`config.mk`:
```
export PLATFORM = sky130hd
export DESIGN_NAME = cache_burst_reader
export DESIGN_NICKNAME = d
export VERILOG_FILES = /design/src/rtl/cache_burst_reader.sv
export SDC_FILE = /design/constraint.sdc
export NUM_CORES = 1
export LEC_CHECK = 0
export CAP_MARGIN = 25
export CELL_PAD_IN_SITES_DETAIL_PLACEMENT = 2
export CELL_PAD_IN_SITES_GLOBAL_PLACEMENT = 2
export CORE_MARGIN = 4
export CORE_UTILIZATION = 40
export CTS_CLUSTER_DIAMETER = 30
export DETAILED_ROUTE_END_ITERATION = 12
export DONT_BUFFER_PORTS = 1
export GPL_TIMING_DRIVEN = 0
export HOLD_SLACK_MARGIN = 0.03
export PLACE_DENSITY_LB_ADDON = 0.12
export SLEW_MARGIN = 20
export SYNTH_ARGS = -nofsm -noshare
export SYNTH_HDL_FRONTEND = slang
export SYNTH_SLANG_ARGS = --single-unit
```
`constraint.sdc`:
```
create_clock -name clk -period 4.6 [get_ports clk]
set_clock_uncertainty 0.15 [all_clocks]
set_input_delay 0.92 -clock clk [delete_from_list [all_inputs] [get_ports clk]]
set_output_delay 0.92 -clock clk [all_outputs]
set_load 0.02 [all_outputs]
```
`src/rtl/cache_burst_reader.sv`:
```
// cache_burst_reader
//   Read-side engine for the dual-port cache RAM. Accepts a (start_addr, burst_len)
//   command, drives the RAM read port (addrb, 1-cycle registered doutb) and returns
//   the words in address order on a valid/ready stream. A 4-entry FIFO absorbs the
//   RAM read latency and consumer backpressure.
//
//   Optional feature macro: CACHE_RD_STRIDE_EN
//     defined     : adds input 'stride', sampled with start; address step = stride
//     not defined : no stride port; address step = 1
//
// Ports
//   clk        in   1           clock, all registers on posedge
//   rst_n      in   1           synchronous active-low reset
//   start      in   1           command strobe, sampled only while idle
//   start_addr in   ADDR_WIDTH  first word address
//   burst_len  in   LEN_WIDTH   number of words (0 = empty burst, done only)
//   stride     in   ADDR_WIDTH  address step (only with CACHE_RD_STRIDE_EN)
//   busy       out  1           burst in progress
//   done       out  1           1-cycle completion pulse
//   ram_addrb  out  ADDR_WIDTH  RAM read address (registered)
//   ram_doutb  in   DATA_WIDTH  RAM read data, valid 1 cycle after addrb
//   m_data     out  DATA_WIDTH  stream data (FIFO head)
//   m_valid    out  1           stream valid
//   m_ready    in   1           stream ready
module cache_burst_reader #(
  parameter int DATA_WIDTH = 12,
  parameter int ADDR_WIDTH = 19,
  parameter int LEN_WIDTH  = ADDR_WIDTH + 1
) (
  input  logic                  clk,
  input  logic                  rst_n,
  input  logic                  start,
  input  logic [ADDR_WIDTH-1:0] start_addr,
  input  logic [LEN_WIDTH-1:0]  burst_len,
`ifdef CACHE_RD_STRIDE_EN
  input  logic [ADDR_WIDTH-1:0] stride,
`endif
  output logic                  busy,
  output logic                  done,
  output logic [ADDR_WIDTH-1:0] ram_addrb,
  input  logic [DATA_WIDTH-1:0] ram_doutb,
  output logic [DATA_WIDTH-1:0] m_data,
  output logic                  m_valid,
  input  logic                  m_ready
);

  typedef enum logic [1:0] {
    IDLE  = 2'd0,
    RUN   = 2'd1,
    DRAIN = 2'd2
  } state_e;

  state_e                state_q, state_d;
  logic [ADDR_WIDTH-1:0] ram_addrb_q, ram_addrb_d;
  logic [ADDR_WIDTH-1:0] next_addr_q, next_addr_d;
  logic [LEN_WIDTH-1:0]  len_q, len_d;
  logic [LEN_WIDTH-1:0]  issued_q, issued_d;
  logic                  v0_q, v0_d;
  logic                  v1_q, v1_d;
  logic                  done_q, done_d;
  logic [2:0]            count_q, count_d;
  logic [1:0]            rd_ptr_q, rd_ptr_d;
  logic [1:0]            wr_ptr_q, wr_ptr_d;
  logic [DATA_WIDTH-1:0] fifo_mem [4];

  logic [ADDR_WIDTH-1:0] step;
  logic [ADDR_WIDTH-1:0] start_step;
  logic                  push;
  logic                  pop;
  logic [2:0]            in_flight;

  // Address step: latched with the command when the stride feature is built in,
  // otherwise a constant increment of one word.
`ifdef CACHE_RD_STRIDE_EN
  logic [ADDR_WIDTH-1:0] stride_q, stride_d;

  assign step       = stride_q;
  assign start_step = stride;

  always_comb begin
    stride_d = stride_q;
    if (state_q == IDLE && start) begin
      stride_d = stride;
    end
  end

  always_ff @(posedge clk) begin
    if (!rst_n) begin
      stride_q <= '0;
    end else begin
      stride_q <= stride_d;
    end
  end
`else
  assign step       = ADDR_WIDTH'(1);
  assign start_step = ADDR_WIDTH'(1);
`endif

  // v1 marks a word on ram_doutb this cycle; it lands in the FIFO at the coming edge.
  assign push      = v1_q;
  assign pop       = (count_q != 3'd0) && m_ready;
  // Words already owed to the FIFO: stored plus both read-pipe stages. Keeping this
  // at 3 or below before issuing means every issued read always has a FIFO slot.
  assign in_flight = count_q + {2'b00, v0_q} + {2'b00, v1_q};

  // Next-state logic for the FSM, read issue pipe and FIFO pointers.
  always_comb begin
    state_d     = state_q;
    ram_addrb_d = ram_addrb_q;
    next_addr_d = next_addr_q;
    len_d       = len_q;
    issued_d    = issued_q;
    v0_d        = 1'b0;
    v1_d        = v0_q;
    done_d      = 1'b0;
    count_d     = count_q;
    rd_ptr_d    = rd_ptr_q;
    wr_ptr_d    = wr_ptr_q;

    case (state_q)
      IDLE: begin
        if (start) begin
          if (burst_len != '0) begin
            // The accepting edge already issues the first read.
            state_d     = (burst_len == LEN_WIDTH'(1)) ? DRAIN : RUN;
            len_d       = burst_len;
            issued_d    = LEN_WIDTH'(1);
            ram_addrb_d = start_addr;
            next_addr_d = start_addr + start_step;
            v0_d        = 1'b1;
          end else begin
            done_d = 1'b1;
          end
        end
      end
      RUN: begin
        if (issued_q != len_q && in_flight <= 3'd3) begin
          ram_addrb_d = next_addr_q;
          next_addr_d = next_addr_q + step;
          issued_d    = issued_q + LEN_WIDTH'(1);
          v0_d        = 1'b1;
          if (issued_q + LEN_WIDTH'(1) == len_q) begin
            state_d = DRAIN;
          end
        end
      end
      DRAIN: begin
        // Everything is issued; the burst ends when the last stored word leaves
        // and nothing is left in the read pipe.
        if (pop && count_q == 3'd1 && !v0_q && !v1_q) begin
          state_d = IDLE;
          done_d  = 1'b1;
        end
      end
      default: begin
        state_d = IDLE;
      end
    endcase

    if (push && !pop) begin
      count_d = count_q + 3'd1;
    end else if (!push && pop) begin
      count_d = count_q - 3'd1;
    end
    if (push) begin
      wr_ptr_d = wr_ptr_q + 2'd1;
    end
    if (pop) begin
      rd_ptr_d = rd_ptr_q + 2'd1;
    end
  end

  always_ff @(posedge clk) begin
    if (!rst_n) begin
      state_q     <= IDLE;
      ram_addrb_q <= '0;
      next_addr_q <= '0;
      len_q       <= '0;
      issued_q    <= '0;
      v0_q        <= 1'b0;
      v1_q        <= 1'b0;
      done_q      <= 1'b0;
      count_q     <= 3'd0;
      rd_ptr_q    <= 2'd0;
      wr_ptr_q    <= 2'd0;
    end else begin
      state_q     <= state_d;
      ram_addrb_q <= ram_addrb_d;
      next_addr_q <= next_addr_d;
      len_q       <= len_d;
      issued_q    <= issued_d;
      v0_q        <= v0_d;
      v1_q        <= v1_d;
      done_q      <= done_d;
      count_q     <= count_d;
      rd_ptr_q    <= rd_ptr_d;
      wr_ptr_q    <= wr_ptr_d;
    end
  end

  // FIFO storage needs no reset: entries are only visible while count_q covers them.
  always_ff @(posedge clk) begin
    if (push) begin
      fifo_mem[wr_ptr_q] <= ram_doutb;
    end
  end

  assign busy      = (state_q != IDLE);
  assign done      = done_q;
  assign ram_addrb = ram_addrb_q;
  assign m_valid   = (count_q != 3'd0);
  assign m_data    = m_valid ? fifo_mem[rd_ptr_q] : '0;

endmodule

```
==> After elaboration in Yosys (flattened, before gate mapping) <==
Memories as Yosys holds them, arrays and structs flattened. A register that Yosys moved wholly into a read port is not among the register bits.
Index checks and enable logic that the tools add are counted.
{ "totals": {"reg_bits": 90, "ram_bits": 48, "input_bits": 55, "word_cells": 86, "n_memories": 1} }
{ "mem_list": {"columns": ["memory", "words", "width", "read_ports", "rd_ports_with_merged_regs", "write_ports", "line", "text"], "rows": [
  ["fifo_mem", 4, 12, 1, 1, 1, "64", "logic [DATA_WIDTH-1:0] fifo_mem [4];"]
]} }
{ "op_classes": {"n_addsub": 9, "n_lt_le_gt_ge": 1, "n_eq_ne": 11, "muxes": 34, "reduce_logical": 19} }
{ "ops": {"columns": ["op", "count"], "rows": [
  ["$mux 19", 6],
  ["$pmux 19 s2", 2],
  ["$mux 20", 3],
  ["$pmux 20 s2", 1],
  ["$add 19x1->19 const B", 2],
  ["$add 20x1->20 const B", 1],
  ["$eq 20x1->1 const B", 1],
  ["$eq 20x20->1", 1],
  ["$ne 20x20->1", 1],
  ["$reduce_bool 20->1", 1],
  ["$mux 2", 8],
  ["$mux 12", 1],
  ["$ne 2x2->1 const B", 5],
  ["$mux 1", 8],
  ["$logic_and 1x1->1", 7],
  ["$add 3x1->3", 2],
  ["$mux 3", 2],
  ["$pmux 2 s3", 1],
  ["$reduce_bool 2->1", 3],
  ["$reduce_and 5->1", 1],
  ["$add 2x1->2 const B", 2],
  ["$pmux 1 s2", 2],
  ["$reduce_and 4->1", 1],
  ["$add 3x1->3 const B", 1],
  ["9 further kinds", 11]
]} }

==> Logic depth before layout (Yosys ltp) <==
{ "logic_depth": {"depth_word": 7, "mapped_depth": 14, "mapped_depth_nobuf": 9} }

==> Least setup slack after synthesis <==
Ideal clock, no wire load.
{ "synth_path": {"path_type": "flip-flop to flip-flop", "startpoint": "reg state_q[0]", "endpoint": "reg next_addr_q[14]", "arrival_ns": 2.917, "required_ns": 4.328, "path_slack_ns": 1.411, "stages_incl_launch_ff": 15, "path_cell_list": "dfxtp_1 > buf_4 > nor2b_1 > clkbuf_1 > clkbuf_1 > clkbuf_1 > nand2_1 > nand2_1 > ha_1 > clkbuf_1 > o2111ai_2 > nor2_1 > nand2_1 > xnor2_1 > a221o_1"} }
{ "synth_between": {"elab_chain_len": 3} }
{ "synth_lines": {"columns": ["item", "line", "text"], "rows": [
  ["start: declaration", "53", "state_e state_q, state_d;"],
  ["start signal: assignment", "187", "state_q <= state_d;"],
  ["$eq 2x1->1 / $logic_not 2->1 (equally long branches)", "120", "case (state_q)"],
  ["$ne 2x2->1 (no source line) / $reduce_bool 2->1 (equally long branches)", null, null],
  ["$reduce_and 4->1 (no source line)", null, null],
  ["end signal: assignment", "189", "next_addr_q <= next_addr_d;"],
  ["end: declaration", "55", "logic [ADDR_WIDTH-1:0] next_addr_q, next_addr_d;"]
]} }
Several ways; a longest one is shown, not always the timed one.
A chain may end at the register's enable or synchronous reset.

==> Final worst setup path <==
Ends and elaborated chain as after synthesis.

==> results.ini <==
[sta]
slew_violations=0
hold_violations=0
finalSetupViolCount=0
slew_headroom_pct=29.8
worstMarginPinSlew_ns=1.05
fin_ws_ns=0.289
min_period_ns=4.31
fmax_mhz=232
post-route-period-util_pct=93.7
rsz0062_at_grt=no
tns_ns=0

[drt]
drtIter0Drc=309
drc=0
totalWireLength_mm=26.1
vias=6002
dr.pass1.iters=5
post_drt_wl_per_cell_um=26.0
drtAntennaViolNets=0
vias_per_cell=5.98

[synthesis]
yosys_warnings=0
ys_seq_elements=140
syn_nets=814
synth_ff_type=dfxtp_1
mappedNetlistArea_um2=7170
ys_seq_area_share_pct=45.8
ys_types=69
yosysTopAreaCell=dfxtp_1
synth_top_area_share_pct=25.7
syn_area_per_cell_um2=9.61
synthArstFlopShare_pct=0
synth_edf_count=48
syn_inst=746
synth_top_cells_by_count=97 x nand2_1, 92 x dfxtp_1, 77 x nor2_1, 48 x edfxtp_1, 44 x a21oi_1
ys_top_cells_by_area=dfxtp_1 26%, edfxtp_1 20%, nand2_1 5.1%, nor2_1 4.0%, xnor2_1 3.9%
synth.most_common_cell=nand2_1

[placement]
port_buffers=0
pre_cts_ws_ns=-0.00499
gp_congestion=0.894
dp_cells=971
hpwl_mm=17.9
place_area_um2=7450

[run_status]
status=complete, no violations

[job]
drv_cap=0

[setup_path]
cp-end-kind=register
cp.arrival_ns=4.49
cp.required_ns=4.78
critPathLaunchType=register
crit_fanout=10
crit_type=register to register

[pwr]
p_switching_mw=1.61
sequentialPowerShare_pct=37.9
internal-power_mw=2.73
switching_share_pct=37.1
max-vdd-ir-drop_mv=0.303
powerDensity_nw_per_um2=538
power_frac_comb_pct=28.6
p_leak_nw=2.88
clkPwrFrac_pct=33.5

[clock_network]
cts_setup_buffers=0
cts_root_buffer=clkbuf_16
clockBufferDepth=2
postCtsHoldBufs=0
cts_sinks=140
clk_pin_slew_worst_paths_ns=0.06
numCtsBuffers=17
htree_levels=4
cts_tree=done
worstSkewPairLatency_ns=0.44

[final_layout]
layout-drive-gt1-share_pct=11.6
nets=833
final.fill_count=1914
areaGrowthSynthToFinish_pct=12.5
insertedDiodeCount=0
design_area_um2=8070
stdcell_count=1003

[floorplanning]
die_w_um=142
num_rows=48
core_area_um2=17400
initial_core_util_pct=41.2
die_y_um=142
die-area_um2=20100
ios=89

[global_routing]
grt_start_max_net_pins=17
grt_use_total_pct=26.4
antenna_found_initial=0
overflow=0
grt_pass1_wl_mm=40.0
grt_pass1_vias=6714

[worst_hold_path]
hold_path_class=register to register

-- per-layer routing --
metal | part of all wire (%) | GRT usage [%]
met1 | 42 | 31.5
met2 | 51 | 46.8
met3 | 4.8 | 6.10
met4 | 2.3 | 8.99
met5 | 0 | 0
-- cells by family (layout without fill, tap and decap cells) --
| logic type | count (synthesis) | in the layout | share of synthesized area (%) |
|---|---|---|---|
| muxes | 26 | 26 | 5.76 |
| xor gates and xnor gates | 61 | 61 | 7.45 |
| and+or+nand+nor | 304 | 304 | 21.1 |
| buffers and inverters | 57 | 89 | 3.86 |
| DFF | 140 | 140 | 45.8 |
| adders and majority gates | 13 | 13 | 2.37 |
| AOI/OAI and AO/OA | 145 | 145 | 13.6 |
-- power by group through the flow --
stage	registers (mW)	logic [mW]	clock network [mW]
global placement	1.65	1.16	0
global route	1.67	1.35	1.53
floorplan	1.61	0.886	0
detailed placement	1.67	1.21	0
finish	1.64	1.24	1.45
CTS	1.65	1.24	1.47
-- state kept, by name, indices dropped and copies added (netlist names), named ones only --
signal / flops
count_q: 3
done: 1
fifo_mem: 48
issued_q: 20
len_q: 20
next_addr_q: 19
push: 1
ram_addrb: 19
rd_ptr_q: 2
state_q: 2
v0_q: 1
wr_ptr_q: 2
-- stage by stage --
| step | utilization, % | power [mW] | hold slack (ns) |
|---|---|---|---|
| floorplan | - | 2.49 | 0.279 |
| global placement | 42.8 | 2.80 | 0.287 |
| detailed placement | 42.8 | 2.88 | 0.296 |
| CTS | 46.3 | 4.36 | 0.305 |
| global route | 46.3 | 4.54 | 0.323 |
| finish | 46.3 | 4.34 | 0.303 |
-- final timing paths --
path / end / slack, ns / cells after the start / from
max: next_addr_q[14] / 0.29 / 14 / state_q[0]
min: next_addr_q[7] / 0.30 / 2 / next_addr_q[7]
max reg2reg: next_addr_q[14] / 0.29 / 14 / state_q[0]
min reg2reg: next_addr_q[7] / 0.30 / 2 / next_addr_q[7]
-- cell type report --
| class | instances | area (µm²) | share of cell area (%) |
|---|---|---|---|
| clock buffer | 20 | 447 | 5.54 |
| clock inverter | 12 | 163 | 2.02 |
| multi-input combinational | 549 | 3610 | 44.8 |
| inverter | 13 | 48.8 | 0.605 |
| tap | 225 | 282 | 3.49 |
| sequential | 140 | 3280 | 40.7 |
| buffer | 44 | 233 | 2.89 |
-- placed cells by master, fill, tap and decap left out, types with 3 or more instances in the layout --
master / synthesis / layout
nand2b_1: 4 / 4
clkbuf_1: 19 / 18
or3_1: 5 / 5
edfxtp_1: 48 / 48
buf_2: 13 / 13
nand4_1: 12 / 12
o211ai_2: 3 / 3
a31oi_1: 14 / 14
nor2b_1: 3 / 3
inv_1: 13 / 13
nor2_1: 77 / 77
a211oi_1: 13 / 13
and3_1: 10 / 10
buf_1: 4 / 3
clkbuf_2: 1 / 5
nand3b_1: 3 / 3
o2111ai_1: 4 / 4
buf_6: 5 / 5
clkbuf_16: 0 / 17
and2_1: 22 / 22
nor4_2: 3 / 3
nand3_1: 26 / 26
o211ai_1: 13 / 13
ha_1: 12 / 12
mux4_2: 12 / 12
a21oi_1: 44 / 44
nor3_1: 13 / 13
nor4_1: 8 / 8
bufinv_16: 0 / 3
xor2_1: 29 / 29
clkinv_4: 0 / 5
xnor2_1: 32 / 32
nand4b_1: 3 / 3
a311oi_1: 6 / 6
mux2i_1: 12 / 12
nand2_1: 97 / 97
o21ai_0: 25 / 25
dfxtp_1: 92 / 92
a21o_1: 4 / 4
-- critical path: stages, from the launching register on --
cell	delay, ns
dfxtp_1	0.31
buf_4	0.17
nand2b_1	0.29
buf_2	0.36
buf_2	0.35
clkbuf_2	0.38
nand2_1	0.13
nand2_1	0.13
ha_1	0.16
clkbuf_1	0.43
o2111ai_2	0.43
nor2_1	0.33
nand2_1	0.11
xnor2_1	0.14
a221o_1	0.32
-- what timing repair did --
action	4_1_cts	5_1_grt
resized for setup	1	5
hold endpoints to repair	0	0
endpoints found under the setup margin	1	4
Note: power is estimated with default switching activity, not from simulation.
